**config.mk**
```make
export PLATFORM = sky130hd
export DESIGN_NAME = demux1x2_valvulas
export DESIGN_NICKNAME = d
export VERILOG_FILES = /design/src/rtl/demux1x2_valvulas.sv
export SDC_FILE = /design/constraint.sdc
export NUM_CORES = 1
export LEC_CHECK = 0
export ABC_AREA = 1
export CAP_MARGIN = 25
export CORE_MARGIN = 8
export CORE_UTILIZATION = 54
export DETAILED_ROUTE_END_ITERATION = 7
export PLACE_DENSITY = 0.77
export SLEW_MARGIN = 20
export SYNTH_ARGS = -nofsm -noshare
export SYNTH_HDL_FRONTEND = slang
export SYNTH_SLANG_ARGS = --single-unit
```
**constraint.sdc**
```tcl
create_clock -name clk -period 3.3 [get_ports clk]
set_input_delay 0.495 -clock clk [delete_from_list [all_inputs] [get_ports clk]]
set_output_delay 0.495 -clock clk [all_outputs]
set_load 0.02 [all_outputs]
```
**src/rtl/demux1x2_valvulas.sv**
```systemverilog
// -----------------------------------------------------------------------------
// demux1x2_valvulas
//
// Purpose:
//   Sequential 1-to-2 demultiplexer for the irrigation valve path. A single
//   valve-open request is routed to the sprinkler (out0) or drip (out1) driver
//   according to selector S. Break-before-make is enforced: after any output
//   turn-off both drives stay low for DEAD_CYCLES clock cycles, so the two
//   valves are never energised together.
//
// Parameters:
//   DEAD_CYCLES  dead time in clock cycles after any turn-off (legal 1..255)
//
// Ports:
//   clk        in   system clock, rising edge
//   reset      in   asynchronous, active-high reset
//   in         in   valve-open request (1 = water requested)
//   S          in   selector: 0 -> out0, 1 -> out1
//   out0       out  sprinkler valve drive (registered)
//   out1       out  drip valve drive (registered)
//   busy       out  dead time running (registered)
//   sel_ativo  out  selector latched at the last entry into an ON state
//   trocas     out  8-bit saturating count of ON-state entries
//                   (present only when DEMUX_CONTADOR_EN is defined)
//
// Configuration macro:
//   DEMUX_CONTADOR_EN  enables the trocas port and its counter register.
// -----------------------------------------------------------------------------
module demux1x2_valvulas #(
  parameter int unsigned DEAD_CYCLES = 4
) (
  input  logic       clk,
  input  logic       reset,
  input  logic       in,
  input  logic       S,
  output logic       out0,
  output logic       out1,
  output logic       busy,
  output logic       sel_ativo
`ifdef DEMUX_CONTADOR_EN
  ,
  output logic [7:0] trocas
`endif
);

  localparam logic [7:0] DEAD_LOAD = 8'(DEAD_CYCLES);

  typedef enum logic [1:0] {
    ST_IDLE = 2'd0,
    ST_ON0  = 2'd1,
    ST_ON1  = 2'd2,
    ST_DEAD = 2'd3
  } state_e;

  state_e     state_q, state_d;
  logic [7:0] cnt_q, cnt_d;
  logic       sel_q, sel_d;
  logic       out0_q, out1_q, busy_q;
  logic       enter_on;

  // Next-state logic.
  always_comb begin
    // NOTE: every variable gets a default before the case so no path leaves
    // it unassigned; otherwise synthesis infers a latch to hold the old value.
    state_d = state_q;
    cnt_d   = cnt_q;
    sel_d   = sel_q;

    unique case (state_q)
      ST_IDLE: begin
        if (in) begin
          state_d = S ? ST_ON1 : ST_ON0;
          sel_d   = S;
        end
      end

      ST_ON0: begin
        // A simultaneous request drop and selector change is one DEAD entry.
        if (!in || S) begin
          state_d = ST_DEAD;
          cnt_d   = DEAD_LOAD;
        end
      end

      ST_ON1: begin
        if (!in || !S) begin
          state_d = ST_DEAD;
          cnt_d   = DEAD_LOAD;
        end
      end

      ST_DEAD: begin
        cnt_d = cnt_q - 8'd1;
        // Inputs are only looked at on the exit edge; mid-DEAD activity is
        // ignored and cannot restart the count. The <= also covers a zero
        // load so the state can never get stuck.
        if (cnt_q <= 8'd1) begin
          cnt_d = 8'd0;
          if (in) begin
            state_d = S ? ST_ON1 : ST_ON0;
            sel_d   = S;
          end else begin
            state_d = ST_IDLE;
          end
        end
      end

      default: begin
        state_d = ST_IDLE;
        cnt_d   = 8'd0;
      end
    endcase
  end

  // ON states are only ever entered from IDLE or DEAD.
  assign enter_on = ((state_q == ST_IDLE) || (state_q == ST_DEAD)) &&
                    ((state_d == ST_ON0)  || (state_d == ST_ON1));

  // Outputs are decoded from the next state and registered, so each drive
  // changes on the same edge as the state and is glitch-free.
  always_ff @(posedge clk or posedge reset) begin
    if (reset) begin
      state_q <= ST_IDLE;
      cnt_q   <= 8'd0;
      sel_q   <= 1'b0;
      out0_q  <= 1'b0;
      out1_q  <= 1'b0;
      busy_q  <= 1'b0;
    end else begin
      // NOTE: non-blocking assignments so every register samples the values
      // from before this edge, independent of statement order.
      state_q <= state_d;
      cnt_q   <= cnt_d;
      sel_q   <= sel_d;
      out0_q  <= (state_d == ST_ON0);
      out1_q  <= (state_d == ST_ON1);
      busy_q  <= (state_d == ST_DEAD);
    end
  end

  assign out0      = out0_q;
  assign out1      = out1_q;
  assign busy      = busy_q;
  assign sel_ativo = sel_q;

`ifdef DEMUX_CONTADOR_EN
  logic [7:0] trocas_q;

  // Saturating entry counter; only reset clears it.
  always_ff @(posedge clk or posedge reset) begin
    if (reset) begin
      trocas_q <= 8'd0;
    end else if (enter_on && (trocas_q != 8'hFF)) begin
      trocas_q <= trocas_q + 8'd1;
    end
  end

  assign trocas = trocas_q;
`else
  logic unused_enter_on;
  assign unused_enter_on = enter_on;
`endif

endmodule
```
==> metrics.csv, run 1 <==
stage,metric,value,unit
layout,post-route-cell-area,931,sq um
global_routing,antenna_found_initial,0,
synth,avgSynthCellArea,7.97,sq um
place,dp_cells,124,
synth,synth_most_common_cell,nand2_1,
detailed_routing,viasPerCell,5.11,
place,dp.final_hpwl,1210,um
clock_network,clock_path_buffers,2,
layout,instances_no_fill,128,
floorplanning,die_y,54.6,um
power_and_ir_drop,combPwrFrac,55.7,%
worst_setup_path,critical_path_class,flop to output port,
layout,multi_input_area,382,sq um
clock_network,cts_resized,0,
global_routing,grt_max_degree,15,
synth,ys_top_cells_by_area,"dfrtp_1 (44%), nand2_1 (8.4%), inv_1 (7.0%)",
place,dp_slack,1.54,ns
power_and_ir_drop,power.leakage,0.471,nW
layout,register_area,350,sq um
detailed_routing,avgRoutedWirePerCell,12.1,um
clock_network,htree_levels,1,
global_routing,grt_usage,12.4,%
sta,rsz0062_at_grt,false,
synth,syn_inst,101,
clock_network,cts_hold_buf,0,
place,postPlaceCellArea,895,sq um
worst_setup_path,slowest_delay,0.61,ns
synth,yosysTopAreaCellShare,43.5,%
layout,fin_nets,119,
detailed_routing,wirelength,1550,um
global_routing,grt_pass1_vias,671,
sta,drv_slew,0,
power_and_ir_drop,power.share.clock,13.5,%
job,drv_cap,0,
detailed_routing,drc_errors,0,
layout,area_growth,15.7,%
layout,n_fill_cell,133,
synth,syn_area,805,sq um
power_and_ir_drop,ir_drop,0.494,mV
detailed_routing,vias,654,
synth,async_flop_share,100,%
worst_setup_path,endpoint_kind,output port,
floorplanning,initial_core_util,55.3,%
power_and_ir_drop,p_int,0.502,mW
floorplanning,io_pins,8,
clock_network,cts.sinks,14,
clock_network,root_buffer,clkbuf_4,
floorplanning,core_area,0.00145,sq mm
sta,fin_skew,0.00885,ns
sta,slew_headroom,64.3,%
sta,setup_violations,0,
sta,fin_crit_sh,52.6,%
worst_setup_path,critical_path.top_delay_family,buffers and inverters,
power_and_ir_drop,switchingPower,0.429,mW
floorplanning,die_w,54.6,um
synth,ys_ff_latch,14,
worst_setup_path,path_max_fanout,2,
worst_setup_path,crit_arrival,1.24,ns
clock_network,clk_pin_slew,0.08,ns
place,portBuffers,7,
global_routing,overflow,0,
detailed_routing,drt_iter0_markers,17,
floorplanning,fp.dieArea,0.00298,sq mm
clock_network,clkLatencyLatePin,0.29,ns
power_and_ir_drop,swShare,46.1,%
worst_setup_path,cpMaxStageDelayCell,clkdlybuf4s50_1,
synth,synthFlopType,dfrtp_1,
synth,synth_edf_count,0,
worst_setup_path,crit_buf_inv,1,
sta,hold_slack,0.502,ns
layout,drive_gt1_share,17.9,%
synth,synth.distinct_cells,18,
synth,synth_common_cells,"nand2_1 (18), inv_1 (15), dfrtp_1 (14), nand3_1 (9), nor2_1 (9)",
synth,yosys_warnings,0,
worst_setup_path,cp-start-kind,flop,
power_and_ir_drop,power.density,1000,mW/mm^2
layout,diodes,0,
sta,hold_viol,0,
synth,synth-seq-area-share,43.5,%
synth,syn-num-nets,107,
sta,worst_pin_slew,0.535,ns
layout,utilization,64.0,%
clock_network,cts_tree,yes,
clock_network,numCtsBuffers,3,
detailed_routing,postRouteAntennaNets,0,
detailed_routing,firstDrtPassIters,7,
min_path,hold_path.class,flop to flop,
clock_network,post_cts_buffers,0,
floorplanning,rows,14,
status,status,completed,
synth,yosys.area.top_type,dfrtp_1,
sta,min_period,1.74,ns
worst_setup_path,crit_chain,clkdlybuf4s50_1,
power_and_ir_drop,total_power,0.931,mW
worst_setup_path,critPathRequiredTime,2.80,ns
global_routing,grt_pass1_wl,2690,um
place,place_congestion,0.829,
sta,fmax,0.576,GHz
sta,fin_tns_setup,0,ns
sta,postLayoutSetupSlackWorst,1.56,ns
power_and_ir_drop,seqPwrFrac,30.8,%
==> routing by layer <==
layer / wire length, um / part of all wire, % / track usage [%] / vias to the layer above
met1: 696 / 45 / 12.8 / 307
met4: 34 / 2.2 / 7.38 / 0
met3: 39 / 2.5 / 3.80 / 5
met2: 783 / 50 / 21.5 / 7
met5: 0 / 0 / 0 / -
li1: - / - / - / 335
==> final cells by class <==
class / instances / area share, %
multi-input combinational: 68 / 41.0
sequential: 14 / 37.6
inverter: 19 / 7.80
timing repair buffer: 7 / 7.53
clock buffer: 4 / 3.90
tap: 16 / 2.15
==> registers in the layout, indices dropped and copies added (netlist names) <==
name,cells
out0,1
state_q,2
out1,1
sel_ativo,1
busy,1
cnt_q,8
==> cells in the final DEF (no fill, tap or decap), types with 2 or more instances in the layout <==
| master | n |
|---|---|
| a21oi_1 | 4 |
| clkbuf_4 | 3 |
| clkdlybuf4s50_1 | 7 |
| dfrtp_1 | 14 |
| ha_1 | 2 |
| inv_1 | 15 |
| inv_2 | 3 |
| nand2_1 | 18 |
| nand2_2 | 5 |
| nand2_4 | 2 |
| nand3_1 | 9 |
| nor2_1 | 9 |
| nor2_2 | 2 |
| o21ai_0 | 4 |
| o21ai_1 | 6 |
| xor2_1 | 4 |
==> path summary, 6_finish.rpt <==
path / start / to / slack (ns) / cells past startpoint
max: sel_ativo / sel_ativo / 1.56 / 1
min: sel_ativo / sel_ativo / 0.50 / 2
max reg2reg: cnt_q[0] / busy / 1.82 / 7
min reg2reg: sel_ativo / sel_ativo / 0.50 / 2
max in group asynchronous: reset / sel_ativo / 2.40 / 2
min in group asynchronous: reset / cnt_q[6] / 0.53 / 2
==> logic make-up (layout without fill, tap and decap cells) <==
group                    count (synthesis)  count (layout)  share of synthesized area, %
buffers and inverters                   19              30                          9.02
flip-flops                              14              14                          43.5
adder cells (fa/ha/maj)                  2               2                          3.11
XOR/XNOR                                 4               4                          4.35
AND/OR/NAND/NOR                         48              48                          31.3
AO/OA/AOI/OAI                           14              14                          8.71
==> power groups by stage <==
stage	logic, mW	registers (mW)	clock network (mW)
2_1_floorplan	0.372	0.308	0
3_3_place_gp	0.500	0.288	0
3_5_place_dp	0.520	0.289	0
4_1_cts	0.522	0.286	0.128
5_1_grt	0.577	0.295	0.134
6_report	0.518	0.287	0.126
(Power assumes the default switching activity.)
==> inputs of run 2 (changes only) <==
--- a/config.mk
+++ b/config.mk
@@ -8,9 +8,9 @@
 export ABC_AREA = 1
 export CAP_MARGIN = 25
 export CORE_MARGIN = 8
-export CORE_UTILIZATION = 54
+export CORE_UTILIZATION = 48
 export DETAILED_ROUTE_END_ITERATION = 7
-export PLACE_DENSITY = 0.77
+export PLACE_DENSITY = 0.73
 export SLEW_MARGIN = 20
 export SYNTH_ARGS = -nofsm -noshare
 export SYNTH_HDL_FRONTEND = slang
==> constraint.sdc (replaced) <==
create_clock -name clk -period 1.5 [get_ports clk]
set_input_delay 0.225 -clock clk [delete_from_list [all_inputs] [get_ports clk]]
set_output_delay 0.225 -clock clk [all_outputs]
set_load 0.02 [all_outputs]
==> metrics.csv, run 2 (synthesis results as in run 1) <==
stage,metric,value,unit,change
status,status,completed,,unchanged
layout,fin_nets,119,,unchanged
layout,n_fill_cell,144,,was 133
floorplanning,die_w,56.9,um,was 54.6 um
clock_network,clock_path_buffers,2,,unchanged
worst_setup_path,critPathRequiredTime,1.27,ns,was 2.80 ns
layout,register_area,350,sq um,unchanged
sta,fmax,0.690,GHz,
sta,fin_tns_setup,0,ns,unchanged
floorplanning,fp.dieArea,0.00324,sq mm,was 0.00298 sq mm
power_and_ir_drop,power.leakage,0.499,nW,was 0.471 nW
floorplanning,io_pins,8,,unchanged
worst_setup_path,crit_buf_inv,1,,unchanged
global_routing,antenna_found_initial,0,,unchanged
worst_setup_path,path_max_fanout,1,,was 2
detailed_routing,postRouteAntennaNets,0,,unchanged
clock_network,root_buffer,clkbuf_4,,unchanged
layout,area_growth,19.0,%,was 15.7%
detailed_routing,viasPerCell,5.09,,was 5.11
worst_setup_path,cpMaxStageDelayCell,clkdlybuf4s50_1,,unchanged
clock_network,cts.sinks,14,,unchanged
worst_setup_path,critical_path_class,flop to output port,,unchanged
detailed_routing,avgRoutedWirePerCell,12.5,um,was 12.1 um
layout,largest_register_ffs,8,,unchanged
layout,diodes,0,,unchanged
worst_setup_path,crit_arrival,1.22,ns,was 1.24 ns
worst_setup_path,critical_path.top_delay_family,buffers and inverters,,unchanged
sta,drv_slew,0,,unchanged
floorplanning,rows,14,,unchanged
clock_network,clk_pin_slew,0.08,ns,about the same
sta,setup_violations,0,,unchanged
layout,final_cell_mix,"nand2_1 (18), inv_1 (14), dfrtp_1 (14)",,"was nand2_1 (18), inv_1 (15), dfrtp_1 (14)"
sta,worst_pin_slew,0.531,ns,was 0.535 ns
sta,hold_viol,0,,unchanged
clock_network,cts_tree,yes,,unchanged
floorplanning,core_area,0.00154,sq mm,was 0.00145 sq mm
detailed_routing,drc_errors,0,,unchanged
clock_network,cts_hold_buf,0,,unchanged
worst_setup_path,slowest_delay,0.60,ns,was 0.61 ns
global_routing,grt_pass1_vias,702,,was 671
power_and_ir_drop,power.density,2180,mW/mm^2,was 1000 mW/mm^2
job,drv_cap,0,,unchanged
floorplanning,initial_core_util,52.2,%,was 55.3%
min_path,hold_path.class,input port to async pin,,was flop to flop
layout,final_common_cell,nand2_1,,unchanged
detailed_routing,firstDrtPassIters,4,,was 7
layout,multi_input_area,403,sq um,was 382 sq um
worst_setup_path,crit_chain,clkdlybuf4s50_1,,unchanged
layout,utilization,62.1,%,was 64.0%
layout,regMostFlops,cnt_q,,unchanged
detailed_routing,wirelength,1600,um,was 1550 um
clock_network,numCtsBuffers,3,,unchanged
global_routing,overflow,0,,unchanged
clock_network,clkLatencyLatePin,0.28,ns,was 0.29 ns
layout,drive_gt1_share,21.4,%,was 17.9%
global_routing,grt_pass1_wl,2820,um,was 2690 um
sta,min_period,1.45,ns,
global_routing,grt_usage,10.6,%,was 12.4%
place,portBuffers,7,,unchanged
floorplanning,die_y,56.9,um,was 54.6 um
sta,fin_crit_sh,96.6,%,
sta,rsz0062_at_grt,false,,unchanged
detailed_routing,vias,652,,was 654
sta,slew_headroom,64.5,%,was 64.3%
layout,top_regs,"cnt_q: 8 flops, state_q: 2 flops",,unchanged
clock_network,htree_levels,1,,unchanged
place,place_congestion,0.875,,was 0.829
global_routing,grt_max_degree,15,,unchanged
worst_setup_path,cp-start-kind,flop,,unchanged
place,dp.final_hpwl,1200,um,was 1210 um
power_and_ir_drop,ir_drop,1.11,mV,was 0.494 mV
detailed_routing,drt_iter0_markers,3,,was 17
worst_setup_path,endpoint_kind,output port,,unchanged
sta,fin_skew,0.00317,ns,was 0.00885 ns
-- run 2: through the flow --
step	worst slack (ns)	hold WS, ns	total power [mW]	cells	instance area (sq um)
after floorplan	0.195	0.114	1.50	101	805
after global placement	0.0297	0.488	1.74	124	895
after detailed placement	0.0281	0.494	1.76	124	895
after CTS	0.0134	0.291	2.06	128	931
after global routing	0.0108	0.349	2.28	128	957
final	0.0512	0.278	2.09	128	957
-- run 2: cell type report --
cell class,instances,area share (%)
timing repair buffer,7,7.84
sequential,14,36.6
multi-input combinational,68,42.1
inverter,19,7.58
tap,16,2.09
clock buffer,4,3.79
-- run 2: where the power goes --
| part | internal (mW) | leakage [nW] | switching (mW) |
|---|---|---|---|
| Sequential | 0.539 | 0.171 | 0.0971 |
| Combinational | 0.439 | 0.307 | 0.742 |
| Clock | 0.148 | 0.0210 | 0.123 |
| Total | 1.13 | 0.499 | 0.962 |
-- run 2: timing repair --
item / in CTS / in global routing
buffers inserted: 0 / 0
endpoints found under the setup margin: 0 / 8
gates resized for setup: 0 / 7
-- run 2: final timing paths --
kind                                 from        end  slack (ns)  cells after the start
worst max-delay path                 out0       out0        0.05                      1
worst max register to register   cnt_q[1]  sel_ativo        0.14                      9
worst min-delay path                reset       out1        0.28                      2
max in group asynchronous           reset   cnt_q[3]        0.87                      2
worst min register to register  sel_ativo  sel_ativo        0.51                      2
min in group clk                sel_ativo  sel_ativo        0.51                      2
-- run 2: routing by layer --
metal	share of wire, %	track usage (%)
met1	43	11.6
met3	3.4	4.65
met4	1.6	3.69
met2	52	18.0
met5	0	0
